===== src/rtl/mcp3_arb016.sv =====
// rtl/mcp3_arb016.sv - 16-way round-robin arbiter with hold-timeout watchdog
module mcp3_arb016 #(
    parameter int unsigned MAX_HOLD = 0,
    parameter int unsigned HOLD_W   = 8
) (
    input  logic        i_clock,
    input  logic        i_reset,
    input  logic [15:0] i_req,
    input  logic [15:0] i_req_en,
    input  logic        i_done,
    output logic        o_grant_valid,
    output logic [3:0]  o_grant_id,
    output logic [15:0] o_grant_onehot,
    output logic        o_timeout_err
);

    localparam logic [0:0] S_IDLE  = 1'b0;
    localparam logic [0:0] S_GRANT = 1'b1;

    logic [0:0]        r_state;
    logic [3:0]        r_rr_ptr;
    logic [3:0]        r_grant_id;
    logic [HOLD_W-1:0] r_hold_cnt;
    logic              r_timeout_err;

    logic [15:0]       w_elig;
    logic              w_found;
    logic [3:0]        w_winner;
    logic              w_timeout;

    assign w_elig = i_req & i_req_en;

    // Search upward from rr_ptr with wrap; the loop runs from the farthest
    // offset down so the nearest eligible requester is written last and wins.
    always_comb begin
        logic [3:0] v_idx;
        w_found  = 1'b0;
        w_winner = 4'd0;
        v_idx    = 4'd0;
        for (int i = 15; i >= 0; i--) begin
            v_idx = r_rr_ptr + 4'(i);
            if (w_elig[v_idx]) begin
                w_found  = 1'b1;
                w_winner = v_idx;
            end
        end
    end

    // hold_cnt is 0 in the first grant cycle, so MAX_HOLD-1 marks the last allowed cycle.
    always_comb begin
        w_timeout = 1'b0;
        if (MAX_HOLD != 0) begin
            w_timeout = (r_hold_cnt == HOLD_W'(MAX_HOLD - 1));
        end
    end

    // Arbitration FSM: pick in IDLE, hold in GRANT until done or watchdog expiry.
    always_ff @(posedge i_clock) begin
        if (i_reset) begin
            r_state       <= S_IDLE;
            r_rr_ptr      <= 4'd0;
            r_grant_id    <= 4'd0;
            r_hold_cnt    <= '0;
            r_timeout_err <= 1'b0;
        end else begin
            r_timeout_err <= 1'b0;
            case (r_state)
                S_IDLE: begin
                    if (w_found) begin
                        r_state    <= S_GRANT;
                        r_grant_id <= w_winner;
                        r_hold_cnt <= '0;
                    end
                end
                S_GRANT: begin
                    if (r_hold_cnt != {HOLD_W{1'b1}}) begin
                        r_hold_cnt <= r_hold_cnt + 1'b1;
                    end
                    if (i_done) begin
                        r_state  <= S_IDLE;
                        r_rr_ptr <= r_grant_id + 4'd1;
                    end else if (w_timeout) begin
                        r_state       <= S_IDLE;
                        r_rr_ptr      <= r_grant_id + 4'd1;
                        r_timeout_err <= 1'b1;
                    end
                end
                default: begin
                    r_state <= S_IDLE;
                end
            endcase
        end
    end

    assign o_grant_valid  = (r_state == S_GRANT);
    assign o_grant_id     = r_grant_id;
    assign o_grant_onehot = o_grant_valid ? (16'd1 << r_grant_id) : 16'd0;
    assign o_timeout_err  = r_timeout_err;

endmodule


===== config.mk =====
export PLATFORM = sky130hd
export DESIGN_NAME = mcp3_arb016
export DESIGN_NICKNAME = d
export VERILOG_FILES = /design/src/rtl/mcp3_arb016.sv
export SDC_FILE = /design/constraint.sdc
export NUM_CORES = 1
export LEC_CHECK = 0
export ABC_CLOCK_PERIOD_IN_PS = 4300
export BUFFER_PORTS_ARGS = -buffer_cell sky130_fd_sc_hd__buf_2
export CORE_UTILIZATION = 41
export CTS_CLUSTER_DIAMETER = 80
export CTS_CLUSTER_SIZE = 20
export DETAILED_ROUTE_END_ITERATION = 8
export SLEW_MARGIN = 20
export SYNTH_ARGS = -nofsm -noshare
export SYNTH_HDL_FRONTEND = slang
export SYNTH_SLANG_ARGS = --single-unit

===== constraint.sdc =====
create_clock -name i_clock -period 4.3 [get_ports i_clock]
set_input_delay 0.645 -clock i_clock [delete_from_list [all_inputs] [get_ports i_clock]]
set_output_delay 0.645 -clock i_clock [all_outputs]
set_load 0.01 [all_outputs]

; ---- Word level (Yosys, flattened, before mapping)
; Index checks and enable logic that the tools add are counted.
[classes]
n_addsub = 16
mul = 0
div_mod_pow = 0
magnitude_cmp = 16
n_eq_ne = 0
shift = 1
muxes = 68
bitwise = 2
reduce_logical = 2
[op_table]
columns = operator, count
row1 = "< comparator 4 x 5 -> 1 bit, second input constant", 16
row2 = binary-select mux 1 bit (select 4 bit), 16
row3 = 2-to-1 mux 4 bit, 16
row4 = 2-to-1 mux 1 bit, 34
row5 = "adder 4 bit, second input constant", 8
row6 = "adder 4 x 3 -> 4 bit, second input constant", 4
row7 = AND 16 bit, 1
row8 = 2-to-1 mux 16 bit, 1
row9 = "left shift 1 x 4 -> 16 bit, first input constant", 1
row10 = "adder 4 x 1 -> 4 bit, second input constant", 2
row11 = "adder 4 x 2 -> 4 bit, second input constant", 2
row12 = AND reduction 2 bit, 2
row13 = one-hot mux 1 bit (2 select lines), 1
row14 = inverter 1 bit, 1
[totals]
ff_bits = 9
latchBits = 0
ram_bits = 0
romBits = 0
inputBits = 35
output_inout_bits = 22
elab_cells = 108
memories = 0

; ---- Depth between registers and ports, before layout
[logic_depth]
word_depth = 21
ltp_mapped = 15
depth_no_buf = 11

; ---- Worst setup path before layout
; No wires, ideal clock.
[synth_path]
kind = register -> register
from = reg r_rr_ptr[1]
to = reg r_grant_id[0], in the netlist o_grant_id[0]
setup_ps = 96
arrival_time_ps = 3454
path_slack_ps = 751
path_stages_with_launch = 16
cell_sequence = dfxtp_1 clkbuf_1 inv_1 buf_2 ha_1 buf_2 buf_4 nand4b_1 and4_1 mux2i_1 mux2_4 nand3b_1 nor4_1 a31oi_1 or3_1 o41ai_2
[synth_via]
elab_chain_len = 20
word_cells_on_any_way = 80
[synth_rtl]
columns = item, line
row1 = start: declaration, 21  ; logic [3:0] r_rr_ptr;
row2 = start signal: assignment, 81  ; r_rr_ptr <= r_grant_id + 4'd1;
row3 = start signal: assignment, 84  ; r_rr_ptr <= r_grant_id + 4'd1;
row4 = adder 4 bit, 41  ; v_idx = r_rr_ptr + 4'(i);
row5 = binary-select mux 1 bit (select 4 bit), 42  ; if (w_elig[v_idx]) begin
row6 = 2-to-1 mux 1 bit (not written as such), 42
row7 = 2-to-1 mux 1 bit (16 in a row), 42
row8 = AND reduction 2 bit (no source line), -
row9 = end signal: assignment, 71  ; r_grant_id <= w_winner;
row10 = end: declaration, 22  ; logic [3:0] r_grant_id;
; Parallel ways exist; a longest one is shown, timed or not. The select of a mux whose other input is x is not followed.
; A chain may end at the register's enable or synchronous reset.

; ---- Final worst setup path
; Same ends and word-level chain as after synthesis.

==> impl_metrics.json <==
{
  "outcome": "finished, final reports clean",
  "die_w_um": 89.8,
  "p_sw_uw": 626,
  "worstSetupEndpointType": "flop",
  "syn-num-nets": 452,
  "cp.required_ns": 4.44,
  "min_from": "r_rr_ptr[3]",
  "dr.first_iter.drc_count": 301,
  "drv_cap": 0,
  "synthFlopType": "dfxtp_1",
  "final_area_um2": 3510,
  "reg2reg_from": "r_rr_ptr[1]",
  "placement_rows": 31,
  "cts-root-buf": "clkbuf_8",
  "wl_met3_um": 998,
  "clock_latency_ns": 0.23,
  "drtAntennaViolNets": 0,
  "maxSlewHeadroom_pct": 52.9,
  "pwr-share-seq_pct": 11.0,
  "layout.cells.most_common": "buf_2",
  "gp_congestion": 0.932,
  "finalSetupViolCount": 0,
  "p_comb_share_pct": 80.3,
  "cp-start-kind": "flop",
  "cts_max_path_buffers": 2,
  "grt_pass1_vias": 3215,
  "initial_core_util_pct": 43.1,
  "diodes": 0,
  "reg2reg_depth": 11,
  "multiInputGateArea_um2": 2750,
  "hold_depth": 2,
  "post-route-min-period_ns": 3.59,
  "grt_use_total_pct": 25.9,
  "ys_seq_area_share_pct": 5.71,
  "n_fill_cell": 713,
  "p_leak_uw": 0.00136,
  "drive_gt1_share_pct": 24.0,
  "skew_ns": 0.00320,
  "cts.sinks": 9,
  "p_clk_share_pct": 8.7,
  "cts_htree_levels": 1,
  "synth_edf_count": 0,
  "layout.nets": 494,
  "maxSlewViolCount": 0,
  "num_vias": 3557,
  "synth-async-reset-ratio_pct": 0,
  "hold_buffers": 0,
  "whs_ns": 0.543,
  "syn_to_final_growth_pct": 11.1,
  "highest_layer": "met4",
  "cp_max_fo": 5,
  "r2r_setup_slack_ns": 0.71,
  "p_int_uw": 520,
  "syn_area_per_cell_um2": 7.82,
  "switching_share_pct": 54.6,
  "cts-buffers-inserted": 3,
  "wl_per_cell_um": 19.8,
  "met1_length_mm": 4.74,
  "synth_top_area_share_pct": 10.7,
  "cts_tree": "built",
  "rr_endpoint": "o_grant_id[0]",
  "grt_overflow": 0,
  "routed_wl_mm": 10.7,
  "layout_common_cells": "buf_2, nor2_1, nand2_1, nand4b_1",
  "yosys_warnings": 0,
  "clkTransAtPathRegs_ns": 0.05,
  "synth_top_area_cell": "mux4_2",
  "rsz0062_at_grt": "false",
  "grt_max_degree": 74,
  "report.final.hold_viol_count": 0,
  "antenna_found_initial": 0,
  "worst_pin_slew_ns": 0.706,
  "cts_resized": 0,
  "max_freq_mhz": 279,
  "worstPathArrival_ns": 3.73,
  "met2_length_mm": 4.74,
  "postCtsSetupBuffers": 0,
  "io_buffers": 55,
  "ys_ff_latch": 9,
  "fin_crit_sh_pct": 83.5,
  "synthCells": 404,
  "regArea_um2": 181,
  "core_area_um2": 7330,
  "drc": 0,
  "powerDensity_nw_per_um2": 327,
  "viasPerCell": 6.54,
  "die_height_um": 89.8,
  "ys_types": 73,
  "path_class": "reg2reg",
  "netlist_area_um2": 3160,
  "design.die.area_um2": 8060,
  "firstDrtPassIters": 5,
  "vdd_ir_drop_max_v": 0.000112,
  "postPlaceCellArea_um2": 3460,
  "dp_hpwl_mm": 8.31,
  "hold_path.class": "reg2reg",
  "grt_pass1_wl_mm": 16.8,
  "tns_ns": 0,
  "pin_count": 57,
  "synthTopCellsByArea": "mux4_2, dfxtp_1, ha_1",
  "worst_hold_path.endpoint": "r_rr_ptr[3]"
}
registers in the layout, indices dropped and copies added (netlist names):
register	flops
r_rr_ptr	4
o_grant_id	4
o_grant_valid	1
power groups by stage:
| stage | logic (µW) | registers, µW | clock network [µW] |
|---|---|---|---|
| 2_1_floorplan | 656 | 122 | 0 |
| 3_3_place_gp | 902 | 127 | 0 |
| 3_5_place_dp | 889 | 128 | 0 |
| 4_1_cts | 893 | 126 | 100 |
| 5_1_grt | 982 | 130 | 106 |
| 6_report | 921 | 126 | 99.8 |
final cells by class:
cell class | count | area share, %
clock buffer | 4 | 1.28
timing repair buffer | 65 | 9.99
inverter | 14 | 1.64
sequential | 9 | 5.17
multi-input combinational | 353 | 78.4
tap | 99 | 3.53
worst max path at each step:
stage	start	to	slack, ns	cells after the start
3_3_place_gp	r_rr_ptr[1]	o_grant_id[1]	0.78	10
3_5_place_dp	r_rr_ptr[1]	o_grant_id[0]	0.80	9
2_1_floorplan	r_rr_ptr[1]	o_grant_id[0]	0.75	15
4_1_cts	r_rr_ptr[1]	o_grant_id[2]	0.81	11
6_report	r_rr_ptr[1]	o_grant_id[0]	0.71	11
5_1_grt	r_rr_ptr[1]	o_grant_id[3]	0.51	11
routing by layer:
metal / GRT usage (%) / vias to the layer above
met5: 0 / -
met4: 8.47 / 0
met3: 4.15 / 26
met2: 41.5 / 204
met1: 35.4 / 1662
li1: - / 1665
kinds of logic (layout without fill, tap and decap cells):
| group | after synthesis | count (layout) | synth area share [%] |
|---|---|---|---|
| AO/OA/AOI/OAI | 99 | 99 | 23.3 |
| XOR/XNOR | 16 | 16 | 4.91 |
| adder cells (fa/ha/maj) | 13 | 13 | 5.15 |
| buffers and inverters | 42 | 83 | 7.25 |
| flip-flops | 9 | 9 | 5.71 |
| multiplexers | 42 | 42 | 20.7 |
| other | 1 | 1 | 0.119 |
| AND/OR/NAND/NOR | 182 | 182 | 32.9 |
synth_stat cells (3+ instances only):
library cell  count
o211ai_1          5
buf_2            11
a211o_1           3
nand2b_1          6
and4_1            8
mux2i_1          14
mux4_2           15
buf_4             4
nand2_1          33
and3_1            5
o2111ai_1        10
a31oi_1           3
clkbuf_1          7
xnor2_1          10
o31ai_1           3
nand3_1          16
nor2_1           39
o21ai_0          11
o22ai_1           9
nand4b_1         17
o21a_1            4
and2_1           10
xor2_1            4
inv_1            10
buf_6             5
ha_1             13
mux2_2            8
nor3_1           16
nand4_1          13
or4bb_1           3
dfxtp_1           9
mux2_4            3
a211oi_1          8
nand4bb_1         5
a21oi_1          16
a21boi_0          5
stage by stage:
step           worst slack [ns]  utilization [%]  instances  total power, µW
2_1_floorplan             0.751                -        404              778
3_3_place_gp              0.776             47.2        540             1030
3_5_place_dp              0.799             47.2        540             1020
4_1_cts                   0.815             47.8        544             1120
5_1_grt                   0.509             47.8        544             1220
6_report                  0.710             47.8        544             1150
critical path, stage by stage, from the launching register on:
cell and delay (ns):
dfxtp_1 0.32, inv_1 0.06, ha_1 0.32, xnor2_1 0.60, o2111ai_1 0.31, and4_1 0.28
mux2_2 0.35, nor3_1 0.34, and4bb_1 0.31, a31oi_1 0.16, or3_1 0.37, o41ai_2 0.05
No activity file was read; power rests on OpenSTA's default activity.
